<file path="src/rtl/exec_wb_stage.sv">
// Execute/writeback stage behind the 8-bit ALU: status registers, LW/SW memory handshake, register-file writeback.
// Optional memory-ack timeout with sticky ERR is enabled by defining EXEC_WB_TIMEOUT_EN.
module exec_wb_stage #(
  parameter int DATA_W         = 8,
  parameter int REG_AW         = 4,
  parameter int TIMEOUT_CYCLES = 15
) (
  input  logic              CLK,
  input  logic              RESET_N,
  input  logic              IN_VALID,
  output logic              IN_READY,
  input  logic [2:0]        OP,
  input  logic [2:0]        FUNC,
  input  logic [REG_AW-1:0] DST,
  input  logic [DATA_W-1:0] ALU_OUT,
  input  logic              ALU_FLAG,
  input  logic              ALU_OVF,
  input  logic [DATA_W-1:0] STORE_DATA,
  output logic              FLAG,
  output logic              OVERFLOW,
  output logic              MEM_REQ,
  output logic              MEM_WE,
  output logic [DATA_W-1:0] MEM_ADDR,
  output logic [DATA_W-1:0] MEM_WDATA,
  input  logic [DATA_W-1:0] MEM_RDATA,
  input  logic              MEM_ACK,
  output logic              RF_WE,
  output logic [REG_AW-1:0] RF_WADDR,
  output logic [DATA_W-1:0] RF_WDATA,
  output logic              BUSY,
  output logic              ERR
);

  localparam logic [2:0] OP_ADD = 3'd0;
  localparam logic [2:0] OP_SUB = 3'd1;
  localparam logic [2:0] OP_CEQ = 3'd2;
  localparam logic [2:0] OP_CLT = 3'd3;
  localparam logic [2:0] OP_SEI = 3'd4;
  localparam logic [2:0] OP_LW  = 3'd5;
  localparam logic [2:0] OP_SW  = 3'd6;
  localparam logic [2:0] OP_O   = 3'd7;

  // fnSHIFTL_X/F/O = 0..2, fnSHIFTR_X/F/O = 3..5; 6 and 7 are not shifts
  localparam logic [2:0] FN_SHIFT_LAST = 3'd5;

  typedef enum logic [1:0] {
    S_IDLE     = 2'd0,
    S_MEM_WAIT = 2'd1,
    S_WB       = 2'd2
  } state_t;

  state_t              r_state;
  state_t              w_state_next;
  logic                r_flag;
  logic                r_ovf;
  logic                r_mem_req;
  logic                r_mem_we;
  logic [DATA_W-1:0]   r_mem_addr;
  logic [DATA_W-1:0]   r_mem_wdata;
  logic                r_rf_we;
  logic [REG_AW-1:0]   r_rf_waddr;
  logic [DATA_W-1:0]   r_rf_wdata;
  logic                r_busy;
  logic                w_accept;
  logic                w_is_shift;
  logic                w_is_mem;
  logic                w_writes;
  logic                w_sets_ovf;
  logic                w_sets_flag;
  logic                w_timeout;

  assign IN_READY    = (r_state == S_IDLE) || (r_state == S_WB);
  assign w_accept    = IN_VALID && IN_READY;
  assign w_is_shift  = (OP == OP_O) && (FUNC <= FN_SHIFT_LAST);
  assign w_is_mem    = (OP == OP_LW) || (OP == OP_SW);
  assign w_writes    = (OP == OP_ADD) || (OP == OP_SUB) || (OP == OP_SEI) ||
                       (OP == OP_LW) || w_is_shift;
  assign w_sets_ovf  = (OP == OP_ADD) || (OP == OP_SUB) || w_is_shift;
  assign w_sets_flag = (OP == OP_CEQ) || (OP == OP_CLT);

`ifdef EXEC_WB_TIMEOUT_EN
  localparam int              CW      = $clog2(TIMEOUT_CYCLES + 1);
  localparam logic [CW-1:0]   W_LIMIT = CW'(TIMEOUT_CYCLES - 1);

  logic [CW-1:0] r_cnt;
  logic          r_err;

  // Wait-cycle counter: cleared outside MEM_WAIT, counts cycles without ack inside it
  always_ff @(posedge CLK or negedge RESET_N) begin
    if (!RESET_N) begin
      r_cnt <= {CW{1'b0}};
    end else if (r_state != S_MEM_WAIT) begin
      r_cnt <= {CW{1'b0}};
    end else if (!MEM_ACK) begin
      r_cnt <= r_cnt + CW'(1);
    end
  end

  // The count reaches the limit on this edge; an ack in the same cycle takes priority
  assign w_timeout = (r_state == S_MEM_WAIT) && !MEM_ACK && (r_cnt == W_LIMIT);

  // Sticky timeout error, cleared only by reset
  always_ff @(posedge CLK or negedge RESET_N) begin
    if (!RESET_N) begin
      r_err <= 1'b0;
    end else if (w_timeout) begin
      r_err <= 1'b1;
    end
  end

  assign ERR = r_err;
`else
  // Never true; without the timeout MEM_WAIT waits for the ack indefinitely
  assign w_timeout = (TIMEOUT_CYCLES < 0);
  assign ERR       = 1'b0;
`endif

  // State register
  always_ff @(posedge CLK or negedge RESET_N) begin
    if (!RESET_N) begin
      r_state <= S_IDLE;
    end else begin
      r_state <= w_state_next;
    end
  end

  // Next-state decode
  always_comb begin
    w_state_next = r_state;
    case (r_state)
      S_IDLE, S_WB: begin
        if (w_accept) begin
          if (w_is_mem) begin
            w_state_next = S_MEM_WAIT;
          end else if (w_writes) begin
            w_state_next = S_WB;
          end else begin
            w_state_next = S_IDLE;
          end
        end else begin
          w_state_next = S_IDLE;
        end
      end
      S_MEM_WAIT: begin
        if (MEM_ACK) begin
          w_state_next = r_mem_we ? S_IDLE : S_WB;
        end else if (w_timeout) begin
          w_state_next = S_IDLE;
        end else begin
          w_state_next = S_MEM_WAIT;
        end
      end
      default: w_state_next = S_IDLE;
    endcase
  end

  // Status, memory-port and writeback registers
  always_ff @(posedge CLK or negedge RESET_N) begin
    if (!RESET_N) begin
      r_flag      <= 1'b0;
      r_ovf       <= 1'b0;
      r_mem_req   <= 1'b0;
      r_mem_we    <= 1'b0;
      r_mem_addr  <= {DATA_W{1'b0}};
      r_mem_wdata <= {DATA_W{1'b0}};
      r_rf_we     <= 1'b0;
      r_rf_waddr  <= {REG_AW{1'b0}};
      r_rf_wdata  <= {DATA_W{1'b0}};
      r_busy      <= 1'b0;
    end else begin
      r_rf_we <= (w_state_next == S_WB);
      case (r_state)
        S_IDLE, S_WB: begin
          if (w_accept) begin
            r_rf_waddr <= DST;
            if (w_sets_ovf) begin
              r_ovf <= ALU_OVF;
            end
            if (w_sets_flag) begin
              r_flag <= ALU_FLAG;
            end
            if (w_is_mem) begin
              r_mem_req   <= 1'b1;
              r_busy      <= 1'b1;
              r_mem_addr  <= ALU_OUT;
              r_mem_we    <= (OP == OP_SW);
              r_mem_wdata <= STORE_DATA;
            end else begin
              r_rf_wdata <= ALU_OUT;
            end
          end
        end
        S_MEM_WAIT: begin
          if (MEM_ACK) begin
            r_mem_req <= 1'b0;
            r_busy    <= 1'b0;
            if (!r_mem_we) begin
              r_rf_wdata <= MEM_RDATA;
            end
          end else if (w_timeout) begin
            r_mem_req <= 1'b0;
            r_busy    <= 1'b0;
          end
        end
        default: begin
          r_mem_req <= 1'b0;
          r_busy    <= 1'b0;
        end
      endcase
    end
  end

  assign FLAG      = r_flag;
  assign OVERFLOW  = r_ovf;
  assign MEM_REQ   = r_mem_req;
  assign MEM_WE    = r_mem_we;
  assign MEM_ADDR  = r_mem_addr;
  assign MEM_WDATA = r_mem_wdata;
  assign RF_WE     = r_rf_we;
  assign RF_WADDR  = r_rf_waddr;
  assign RF_WDATA  = r_rf_wdata;
  assign BUSY      = r_busy;

endmodule
</file>
<file path="config.mk">
export PLATFORM = sky130hd
export DESIGN_NAME = exec_wb_stage
export DESIGN_NICKNAME = d
export VERILOG_FILES = /design/src/rtl/exec_wb_stage.sv
export SDC_FILE = /design/constraint.sdc
export NUM_CORES = 1
export LEC_CHECK = 0
export CAP_MARGIN = 20
export CORE_MARGIN = 4
export CORE_UTILIZATION = 44
export CTS_BUF_LIST = sky130_fd_sc_hd__clkbuf_16
export CTS_CLUSTER_DIAMETER = 80
export DETAILED_ROUTE_END_ITERATION = 12
export PLACE_DENSITY = 0.85
export SKIP_CTS_REPAIR_TIMING = 1
export SYNTH_ARGS = -nofsm -noshare
export SYNTH_HDL_FRONTEND = slang
export SYNTH_SLANG_ARGS = --single-unit
export TNS_END_PERCENT = 1
</file>
<file path="constraint.sdc">
create_clock -name CLK -period 2.4 [get_ports CLK]
set_input_delay 0.36 -clock CLK [delete_from_list [all_inputs] [get_ports CLK]]
set_output_delay 0.36 -clock CLK [all_outputs]
set_load 0.01 [all_outputs]
</file>
**Word level (Yosys, flattened, before mapping)**

Index checks and enable logic that the tools add are counted.

- Add/sub/neg operators: 0
- Bitwise gates (word level): 0
- Reductions and logical operators: 20
- Multipliers: 0
- Mux-type cells: 15
- Order comparisons: 1
- Equal/unequal tests: 15
- Div/mod/pow operators: 0
- Shift-type cells: 0

Operators by type and width:

| cell | count |
|---|---|
| 8-bit 2-to-1 mux | 4 |
| 8-bit case mux with 2 select lines | 1 |
| 3-bit equality test, second input constant | 4 |
| 3-bit AND reduction | 4 |
| 2-bit 2-to-1 mux | 5 |
| 2-bit != test, second input constant | 5 |
| 1-bit logical OR | 8 |
| 3-bit by 2-bit equality test with 1-bit output, second input constant | 2 |
| 5-bit AND reduction | 1 |
| 2-bit equality test, second input constant | 2 |
| 2-bit case mux with 2 select lines | 1 |
| 3-bit by 1-bit equality test with 1-bit output, second input constant | 1 |
| 3-bit <= comparator, second input constant | 1 |
| 3-bit logical NOT | 1 |
| 1-bit 2-to-1 mux | 3 |
| 2-bit by 1-bit equality test with 1-bit output, second input constant | 1 |
| 1-bit logical AND | 2 |
| 2-bit logical NOT | 1 |
| 1-bit case mux with 2 select lines | 1 |
| 2-bit AND reduction | 1 |
| 2-bit nonzero test | 1 |
| 2-bit OR reduction | 1 |

- RAM bits: 0
- Bits in latches: 0
- Bits in registers: 35
- Input bits: 40
- Memories kept: 0
- Bits in read-only memories: 0
- Output and inout port bits: 36

**Depth between registers and ports, before layout**

Gate-level depths: netlist of run 1.

- Depth after elaboration: 10
- Gate-level depth with buffers: 4

**Worst setup path after synthesis of run 1**

No wires, ideal clock.

- Kind: input -> register
- Start: input OP[2]
- End: register r_rf_wdata[0] (netlist: RF_WDATA[0])
- Stages: 4
- Library setup time: 0.125 ns
- Arrival: 1.495 ns
- Setup slack: 0.780 ns
- Cells stage by stage: buf_2 or3b_2 o211ai_4 mux2_4

- Longest elaborated chain between the ends: 4
- Elaborated cells between the ends (all ways): 5

RTL lines:

| element | RTL line | RTL |
|---|---|---|
| from (decl) | 12 | `input logic [2:0] OP,` |
| 3-bit equality test | 75 | `assign w_is_mem = (OP == OP_LW) \|\| (OP == OP_SW);` |
| 1-bit logical OR (*) | 75 |  |
| 2-bit != test (no line) (*) | n/a |  |
| 5-bit AND reduction (no line) (*) | n/a |  |
| to (signal assigned) | 168 | `r_rf_wdata <= {DATA_W{1'b0}};` |
| to (decl) | 62 | `logic [DATA_W-1:0] r_rf_wdata;` |

Mark *: on every way between the ends. The rest lies on a longest branch, timed or not.
A chain may end at the register's enable or synchronous reset.

**Worst setup path after layout of run 1**

- Start: input OP[1]
- End: register r_mem_wdata[3] (netlist: MEM_WDATA[3])

- Longest elaborated chain between the ends: 3
- Elaborated cells between the ends (all ways): 4

RTL lines:

| element | RTL line | RTL |
|---|---|---|
| 3-bit equality test | 75 |  |
| 1-bit logical OR (*) | 75 |  |
| 3-bit AND reduction (no line) (*) | n/a |  |
| to (signal assigned) | 165 | `r_mem_wdata <= {DATA_W{1'b0}};` |
| to (decl) | 59 | `logic [DATA_W-1:0] r_mem_wdata;` |

Marked as above.

==> qor.yml, run 1 <==
setup_path:
  worst-endpoint-arrival_ns: 1.99
  worstPathRequired_ns: 2.55
  start_kind: "input port"
  crit_path_max_fanout: 18
  critPathKind: "in -> reg"
  critPathCaptureType: "flip-flop"
synthesis:
  yosys.area.top_type: "dfrtp_1"
  yosysUniqueCellTypes: 28
  ys_async_sr_fraction: 1.000
  yosysWarnings: 0
  ys_dominant_reg_cell: "dfrtp_1"
  netlist_area_mm2: 0.001620
  ys_seq_area_frac: 0.5405
  syn_nets: 158
  synth.cells.most_frequent: "dfrtp_1, mux2_2, nand2_1"
  synth.avg_cell_area_um2: 13.73
  synthMostInstantiatedCell: "dfrtp_1"
  synth_edf_count: 0
  syn-instance-count: 118
  synthDominantCellAreaShare: 0.5405
  largest_cells_by_area_after_synthesis: "dfrtp_1, mux2_4, mux2_2"
  total_of_flip_flops_plus_latches_after_synthesis: 35
sta:
  max_freq_mhz: 544.0
  finalHoldViolations: 0
  fin_worst_skew_ns: 0.005003
  finalSetupTns_ns: 0
  period_needed_ns: 1.838
  finalCritPeriodShare: 0.7660
  grt_setup_unrepaired: "no"
  setup-violations-final: 0
  finalMaxSlewViolations: 0
power_and_ir_drop:
  cellPowerDensity_mw_per_mm2: 848.0
  reg_power_frac: 0.380
  pwr-share-clk: 0.279
  internal_power_mw: 1.590
  combPwrFrac: 0.341
  worst_ir_drop_vdd_mv: 0.5426
  swShare: 0.2618
  cellLeakagePower_nw: 1.109
  total_switching_power_uw: 564.0
floorplan:
  fp.dieW_um: 68.69
  start_util: 0.4707
  row_count: 21
  fp.dieArea_mm2: 0.004718
  core_area_mm2: 0.003442
  floorplan.io_pins: 76
  die_y_um: 68.69
finish:
  instances_no_fill: 243
  area.growth.synth_to_final_pct: 56.76
  finalNetCount: 236
  drive_gt1_frac: 0.2437
  ant_diodes: 0
  n_fill_cell: 231
place:
  post-place-cells: 235
  gp_congestion: 0.8722
  dp_hpwl_um: 3098
  io_buffers: 73
grt:
  antenna_found_initial: 0
  number_of_global_route_vias_before_repair: 1261
  globalRouteTotalUtil: 0.1829
  global_route.overflow_total: 0
  grt_pass1_wl_um: 6244
  largest_net_degree_at_the_start_of_global_routing: 36
route:
  vias_per_cell: 5.004
  finalWirelength_um: 4059
  via_count: 1216
  detail_route.iter0.violations: 50
  detail_route.drc_violations: 0
  ant_nets: 0
  route.detailed.wl_per_inst_um: 16.70
  drt-pass1-iter-count: 4
clock_tree:
  clock_sink_count: 35
  cts_tree: "done"
  cts_htree_levels: 2
  clk_latency_worst_skew_pair_ns: 0.27
  cts-root-to-sink-buffers: 2
  clk_root_buffer_cell: "clkbuf_16"
  cts-buffers-inserted: 5
  path_clk_slew_ns: 0.06
worst_hold_path:
  hold_class: "in -> async"
outcome:
  run_status: "finished clean"
run:
  max-cap-violations: 0
[registers in the layout, indices dropped and copies added (netlist names), 2 cells and up]
signal	cells
MEM_ADDR	8
MEM_WDATA	8
RF_WADDR	4
RF_WDATA	8
r_state	2
[worst max-delay path, stage by stage]
cell and delay [ns]:
clkdlybuf4s50_1 0.62, xor2_2 0.29, nand3_4 0.32, mux2_4 0.40
[power by group through the flow]
stage	clock, mW	combinational, mW	sequential [mW]
5_1_grt	0.640	0.786	0.832
3_3_place_gp	0	0.725	0.814
6_report	0.601	0.734	0.819
3_5_place_dp	0	0.740	0.825
2_1_floorplan	0	0.256	0.884
4_1_cts	0.609	0.745	0.818
[layout make-up]
class / count / area (um^2) / area share
flip-flops and latches: 35 / 875.8 / 0.3448
repair buffers: 77 / 760.7 / 0.2995
multi-input cells: 76 / 700.7 / 0.2759
clock buffers: 5 / 125.1 / 0.04926
well taps: 46 / 57.56 / 0.02266
clock inverters: 3 / 16.27 / 0.006404
inverters: 1 / 3.754 / 0.001478
[layer usage]
| layer | vias to the layer above | GRT usage | part of all wire | wire length, um |
|---|---|---|---|---|
| met1 | 593 | 0.2127 | 0.40 | 1613 |
| met3 | 2 | 0.05997 | 0.086 | 349 |
| li1 | 568 | - | - | - |
| met2 | 53 | 0.3194 | 0.51 | 2062 |
| met5 | - | 0 | 0 | 0 |
| met4 | 0 | 0.05211 | 0.0084 | 34 |
[worst paths after layout]
check	from	to	slack [ns]	cells after the start
min in group CLK	MEM_ADDR[5]	MEM_ADDR[5]	0.50	1
max in group asynchronous	RESET_N	MEM_WDATA[6]	1.58	2
worst min register to register	MEM_ADDR[5]	MEM_ADDR[5]	0.50	1
worst max-delay path	OP[1]	MEM_WDATA[3]	0.56	4
worst min-delay path	RESET_N	MEM_ADDR[2]	0.50	2
worst max register to register	r_state[0]	MEM_WDATA[3]	0.73	3
[kinds of logic after synthesis]
group / after synthesis / share of synthesized area
AND/OR/NAND/NOR: 29 / 0.1035
XOR/XNOR: 1 / 0.01004
buffers and inverters: 7 / 0.02702
other: 1 / 0.002314
AO/OA/AOI/OAI: 12 / 0.05019
flip-flops: 35 / 0.5405
multiplexers: 33 / 0.2664
[through the flow]
stage	utilization	hold WS, ns	cell area (um^2)	total power [mW]	worst slack [ns]
2_1_floorplan	-	0.06441	1620	1.140	0.7801
4_1_cts	0.7379	0.5009	2540	2.173	0.5551
5_1_grt	0.7379	0.5161	2540	2.258	0.4973
3_5_place_dp	0.6968	0.4824	2399	1.566	0.2747
6_report	0.7379	0.5019	2540	2.154	0.5617
3_3_place_gp	0.6968	0.4697	2399	1.539	0.3275
[placed cells by master, fill, tap and decap left out, types with 2 or more instances in the layout]
master / n
clkdlybuf4s50_1: 73
clkbuf_16: 5
inv_1: 2
nand2_1: 17
mux2_4: 16
o21ai_0: 6
mux2_2: 17
a21oi_1: 3
dfrtp_1: 35
buf_4: 4
(Power assumes the default switching activity.)
==> run 2, diff against run 1 <==
--- a/config.mk
+++ b/config.mk
@@ -7,11 +7,11 @@
 export LEC_CHECK = 0
 export CAP_MARGIN = 20
 export CORE_MARGIN = 4
-export CORE_UTILIZATION = 44
+export CORE_UTILIZATION = 41
 export CTS_BUF_LIST = sky130_fd_sc_hd__clkbuf_16
 export CTS_CLUSTER_DIAMETER = 80
 export DETAILED_ROUTE_END_ITERATION = 12
-export PLACE_DENSITY = 0.85
+export PLACE_DENSITY = 0.8
 export SKIP_CTS_REPAIR_TIMING = 1
 export SYNTH_ARGS = -nofsm -noshare
 export SYNTH_HDL_FRONTEND = slang
==> constraint.sdc (replaced) <==
create_clock -name CLK -period 1.7 [get_ports CLK]
set_input_delay 0.255 -clock CLK [delete_from_list [all_inputs] [get_ports CLK]]
set_output_delay 0.255 -clock CLK [all_outputs]
set_load 0.01 [all_outputs]
==> run 2 against run 1 <==
Effect of this change: sequential power is 42% higher; flip-flop and latch count unchanged; worst hold slack worse by 0.11 ns; combinational power is 43% higher; die area is 6.4% higher; count of clock-buffer cells in the layout stayed put; final cell count grew 3.7%; sequential share of layout area down 1.5 points; highest routed layer unchanged.
==> qor.yml, run 2 (synthesis gave the netlist of run 1 again) <==
outcome:
  run_status: "finished clean"
power_and_ir_drop:
  swShare: 0.2387  # -0.02313
  total_switching_power_uw: 802.8  # +42%
  pwr-share-clk: 0.342  # +0.063
  cellLeakagePower_nw: 1.171  # +5.6%
  worst_ir_drop_vdd_mv: 1.100  # +100%
  combPwrFrac: 0.312  # -0.029
  internal_power_mw: 2.560  # +61%
  reg_power_frac: 0.346  # -0.034
  cellPowerDensity_mw_per_mm2: 1266  # +49%
finish:
  drive_gt1_frac: 0.2745  # +0.03085
  mostFrequentLayoutCell: "clkdlybuf4s50_1"
  n_fill_cell: 263  # +14%
  fin_area_mm2: 0.002656  # +4.6%
  layout_common_cells: "clkdlybuf4s50_1, dfrtp_1, nand2_1, mux2_2, mux2_4"
  ant_diodes: 0  # unchanged
  utilization_after_layout: 0.7096  # -0.02835
  area.growth.synth_to_final_pct: 63.94
  finalNetCount: 243  # +3.0%
setup_path:
  worstPathRequired_ns: 1.86  # -0.69 ns
  cp_slowest_stage_delay_ns: 0.51  # -0.11 ns
  crit_path_max_fanout: 9  # -9
  worst-path-buf-inv: 0  # -1
  worst-endpoint-arrival_ns: 1.80  # -0.19 ns
  worstPathCellList: "or3b_2, o211ai_4, mux2_4"
  crit_family: "simple AND/OR/NAND/NOR gates"
  start_kind: "flip-flop"
  critPathCaptureType: "flip-flop"
  critical_path.slowest_cell: "or3b_2"
  critPathKind: "reg -> reg"
route:
  finalWirelength_um: 3994  # -1.6%
  vias_per_cell: 4.917  # -1.7%
  detail_route.drc_violations: 0  # unchanged
  ant_nets: 0  # unchanged
  via_count: 1239  # +1.9%
  detail_route.iter0.violations: 49  # -2.0%
  drt-pass1-iter-count: 4  # unchanged
  route.detailed.wl_per_inst_um: 15.85  # -5.1%
place:
  io_buffers: 73  # unchanged
  gp_congestion: 0.8163  # -6.4%
  dp_hpwl_um: 3151  # +1.7%
  placedInstanceArea_mm2: 0.002466  # +2.8%
sta:
  finalMaxSlewViolations: 0  # unchanged
  max_freq_mhz: 608.9
  setup-violations-final: 0  # unchanged
  fin_worst_skew_ns: 0.003774  # -0.001229 ns
  finalHoldViolations: 0  # unchanged
  grt_setup_unrepaired: "no"
  period_needed_ns: 1.642
  finalCritPeriodShare: 0.9661
clock_tree:
  clk_root_buffer_cell: "clkbuf_16"
  cts-root-to-sink-buffers: 2  # unchanged
  path_clk_slew_ns: 0.05  # about the same
  clock_sink_count: 35  # unchanged
  cts_tree: "done"
  clk_latency_worst_skew_pair_ns: 0.28  # about the same
  cts-buffers-inserted: 5  # unchanged
  cts_htree_levels: 2  # unchanged
run:
  max-cap-violations: 0  # unchanged
grt:
  largest_net_degree_at_the_start_of_global_routing: 36  # unchanged
  number_of_global_route_vias_before_repair: 1398  # +11%
  global_route.overflow_total: 0  # unchanged
  antenna_found_initial: 0  # unchanged
  grt_pass1_wl_um: 6803  # +9.0%
  globalRouteTotalUtil: 0.1744  # -0.008496
floorplan:
  fp.dieArea_mm2: 0.005022  # +6.4%
  start_util: 0.4328  # -0.03792
  core_area_mm2: 0.003744  # +8.8%
  fp.dieW_um: 70.87  # +3.2%
  row_count: 22  # +4.8%
  floorplan.io_pins: 76  # unchanged
  die_y_um: 70.87  # +3.2%
worst_hold_path:
  hold_class: "in -> async"
## run 2: worst reg2reg max path: stages, from the launching register on
cell,delay [ns]
dfrtp_2,0.45
or3b_2,0.51
o211ai_4,0.21
mux2_4,0.35
## run 2: final cells by class
class	instances	area [um^2]	share of cell area
Sequential cell	35	877.1	0.3302
Timing Repair Buffer	84	825.8	0.3109
Multi-Input combinational cell	76	700.7	0.2638
Clock buffer	5	125.1	0.04710
Clock inverter	3	63.81	0.02402
Tap cell	48	60.06	0.02261
Inverter	1	3.754	0.001413
## run 2: through the flow
stage	cells	total power [mW]	worst slack, ns	hold slack, ns	setup TNS [ns]
2_1_floorplan	118	1.609	0.1436	-0.04059	0
3_3_place_gp	244	2.194	-0.1786	0.4658	-2.194
5_1_grt	252	3.538	0.001513	0.4495	0
3_5_place_dp	244	2.234	-0.2036	0.4809	-2.818
4_1_cts	252	3.411	0.03217	0.4088	0
6_report	252	3.363	0.05761	0.3933	0
## run 2: routing by layer
| metal | vias up | wire length [um] | global-route usage |
|---|---|---|---|
| li1 | 582 | - | - |
| met1 | 592 | 1504 | 0.1980 |
| met2 | 63 | 2034 | 0.2997 |
| met3 | 2 | 424 | 0.08239 |
| met4 | 0 | 31 | 0.03758 |
| met5 | - | 0 | 0 |
## run 2: path summary, 6_finish.rpt
path,slack [ns],startpoint,cells after the start,end
min in group CLK,0.48,r_state[1],1,r_state[0]
setup reg to reg,0.06,r_state[0],3,RF_WDATA[2]
hold / removal,0.39,RESET_N,2,MEM_ADDR[5]
setup / recovery,0.06,r_state[0],3,RF_WDATA[2]
max in group asynchronous,0.98,RESET_N,2,r_state[0]
hold reg to reg,0.48,r_state[1],1,r_state[0]
## run 2: power groups by stage
stage	registers (mW)	logic, mW	clock network (mW)
2_1_floorplan	1.25	0.361	0
3_3_place_gp	1.16	1.04	0
3_5_place_dp	1.17	1.06	0
4_1_cts	1.16	1.07	1.18
5_1_grt	1.19	1.12	1.22
6_report	1.16	1.05	1.15
==> run 3, diff against run 2 <==
--- a/config.mk
+++ b/config.mk
@@ -6,12 +6,12 @@
 export NUM_CORES = 1
 export LEC_CHECK = 0
 export CAP_MARGIN = 20
-export CORE_MARGIN = 4
 export CORE_UTILIZATION = 41
 export CTS_BUF_LIST = sky130_fd_sc_hd__clkbuf_16
 export CTS_CLUSTER_DIAMETER = 80
 export DETAILED_ROUTE_END_ITERATION = 12
 export PLACE_DENSITY = 0.8
+export RECOVER_POWER = 25
 export SKIP_CTS_REPAIR_TIMING = 1
 export SYNTH_ARGS = -nofsm -noshare
 export SYNTH_HDL_FRONTEND = slang
==> run 3 against run 2 <==
Effect of this change: clock skew decreased by 0.0019 ns; sequential share of layout area up 0.59 points; global-route usage up 3.1 points; power down 9.2%; count of clock-buffer cells in the layout is the same; clock power down 27%; core utilization fell by 0.72 points; via count rose by 0.73%; critical endpoint is now RF_WDATA[3]; largest cell class unchanged.
==> qor.yml, run 3 (synthesis gave the netlist of run 1 again) <==
sta:
  max_slew.worst_pin.slew_ns: 0.8382
  fin_worst_skew_ns: 0.001857  # -0.001918 ns
  finalMaxSlewViolations: 0  # unchanged
  period_needed_ns: 1.646  # +0.003568 ns
  finalHoldViolations: 0  # unchanged
  setup-violations-final: 0  # unchanged
  max_freq_mhz: 607.6  # -0.22%
  finalCritPeriodShare: 0.9682  # +0.002099
  hold_slack_ns: 0.5047  # +0.1114 ns
  grt_setup_unrepaired: "no"
  timing.max_slew.rel_slack: 0.4412
  setup_slack_ns: 0.05405  # -0.003568 ns
floorplan:
  floorplan.io_pins: 76  # unchanged
  fp.dieW_um: 64.87  # -8.5%
  core_area_mm2: 0.003716  # -0.74%
  row_count: 22  # unchanged
  fp.dieArea_mm2: 0.004207  # -16%
  start_util: 0.4360  # +0.003206
  die_y_um: 64.87  # -8.5%
finish:
  drive_gt1_frac: 0.2732  # -0.001339
  n_fill_cell: 265  # +0.76%
  finalNetCount: 244  # +0.41%
  area.growth.synth_to_final_pct: 61.08
  mostFrequentLayoutCell: "clkdlybuf4s50_1"
  fin_area_mm2: 0.002610  # -1.7%
  utilization_after_layout: 0.7024  # -0.007202
  ant_diodes: 0  # unchanged
  layout_common_cells: "clkdlybuf4s50_1, dfrtp_1, nand2_1, mux2_2, mux2_4"
power_and_ir_drop:
  report.power.total_mw: 3.053  # -9.2%
  combPwrFrac: 0.344  # +0.032
  cellPowerDensity_mw_per_mm2: 1170  # -7.6%
  cellLeakagePower_nw: 1.154  # -1.4%
  swShare: 0.2609  # +0.02215
  total_switching_power_uw: 796.3  # -0.82%
  reg_power_frac: 0.383  # +0.037
  pwr-share-clk: 0.274  # -0.068
  worst_ir_drop_vdd_mv: 0.6339  # -42%
  internal_power_mw: 2.256  # -12%
route:
  detail_route.iter0.violations: 44  # -10%
  vias_per_cell: 4.933  # +0.33%
  route.detailed.wl_per_inst_um: 15.64  # -1.3%
  ant_nets: 0  # unchanged
  via_count: 1248  # +0.73%
  finalWirelength_um: 3958  # -0.90%
  detail_route.drc_violations: 0  # unchanged
  drt-pass1-iter-count: 4  # unchanged
grt:
  number_of_global_route_vias_before_repair: 1320  # -5.6%
  antenna_found_initial: 0  # unchanged
  routing_layer_with_the_top_usage_in_global_route: "met2"
  global_route.overflow_total: 0  # unchanged
  grtUsageMet3: 0.04930  # -0.03309
  use_met1: 0.2489  # +0.05087
  grt_pass1_wl_um: 6368  # -6.4%
  globalRouteTotalUtil: 0.2059  # +0.03146
  grtUsageMet2: 0.3346  # +0.03494
  largest_net_degree_at_the_start_of_global_routing: 36  # unchanged
place:
  gp_congestion: 0.8876  # +8.7%
  io_buffers: 73  # unchanged
  dp_hpwl_um: 2962  # -6.0%
  pre_cts_ws_ns: -0.1895  # +0.01408 ns
  placedInstanceArea_mm2: 0.002474  # +0.30%
setup_path:
  critPathKind: "reg -> reg"
  critPathCaptureType: "flip-flop"
  crit_path_max_fanout: 9  # unchanged
  r2r_start: "r_state[0]"
  reg2reg_slack_ns: 0.05  # about the same
  worstPathCellList: "or3b_2, o211ai_4, mux2_4"
  crit_family: "simple AND/OR/NAND/NOR gates"
  worst-endpoint-arrival_ns: 1.80  # about the same
  start_kind: "flip-flop"
  worst-path-buf-inv: 0  # unchanged
  critical_path.slowest_cell: "or3b_2"
  worstPathRequired_ns: 1.86  # about the same
  reg2regPathDepth: 3  # unchanged
  cp_slowest_stage_delay_ns: 0.52  # about the same
  reg2reg_to: "RF_WDATA[3]"
clock_tree:
  clk_latency_worst_skew_pair_ns: 0.27  # about the same
  cts-root-to-sink-buffers: 2  # unchanged
  clk_root_buffer_cell: "clkbuf_16"
  path_clk_slew_ns: 0.05  # about the same
  cts_htree_levels: 2  # unchanged
  cts-buffers-inserted: 5  # unchanged
  clock_sink_count: 35  # unchanged
  cts_tree: "done"
worst_hold_path:
  hold_class: "reg -> reg"
  worst_hold_startpoint: "r_state[1]"
  whs_path_depth: 1
  worstHoldEndpoint: "r_state[0]"
run:
  max-cap-violations: 0  # unchanged
outcome:
  run_status: "finished clean"
run 3: cell types whose count changed in the layout (fill, tap and decap cells not counted):
cell / previous run / this run
inv_1: 2 / 3
clkinv_2: 0 / 1
dlygate4sd3_1: 0 / 1
bufinv_16: 2 / 0
clkdlybuf4s50_1: 73 / 72
clkbuf_2: 0 / 1
run 3: worst max-delay path by stage:
| stage | start | to | slack [ns] | cells after the start |
|---|---|---|---|---|
| final | r_state[0] | RF_WDATA[3] | 0.05 | 3 |
| after global placement | IN_VALID | RF_WDATA[5] | -0.18 | 4 |
| after global routing | r_state[0] | RF_WDATA[3] | 0.02 | 3 |
| after floorplan | r_state[0] | RF_WDATA[0] | 0.14 | 4 |
| after CTS | r_state[0] | RF_WDATA[3] | 0.03 | 3 |
| after detailed placement | IN_VALID | RF_WDATA[0] | -0.19 | 4 |
run 3: power by group through the flow:
stage | Sequential [mW] | Combinational (mW) | Clock [mW]
global route | 1.19 | 1.12 | 0.887
detailed placement | 1.17 | 1.05 | 0
finish | 1.17 | 1.05 | 0.836
floorplan | 1.25 | 0.361 | 0
global placement | 1.16 | 1.04 | 0
CTS | 1.16 | 1.06 | 0.851
run 3: cell type report:
| class | instances | area [um^2] | area share |
|---|---|---|---|
| Timing Repair Buffer | 85 | 830.8 | 0.3183 |
| Multi-Input combinational cell | 76 | 700.7 | 0.2685 |
| Inverter | 1 | 3.754 | 0.001438 |
| Clock buffer | 5 | 125.1 | 0.04794 |
| Clock inverter | 3 | 12.51 | 0.004794 |
| Tap cell | 48 | 60.06 | 0.02301 |
| Sequential cell | 35 | 877.1 | 0.3361 |
run 3: worst register-to-register path, cell delays in order (launching register included):
cell	delay, ns
dfrtp_2	0.46
or3b_2	0.52
o211ai_4	0.21
mux2_4	0.34
run 3: metal layers:
metal | vias to the layer above | part of all wire | wire, um
met3 | 9 | 0.061 | 240
met4 | 0 | 0.023 | 91
met5 | - | 0 | 0
li1 | 584 | - | -
met1 | 597 | 0.43 | 1686
met2 | 58 | 0.49 | 1940
run 3: per-stage QoR:
step | setup TNS, ns | cells
after floorplan | 0 | 118
after global placement | -2.076 | 245
after detailed placement | -2.585 | 245
after CTS | 0 | 253
after global routing | 0 | 253
final | 0 | 253
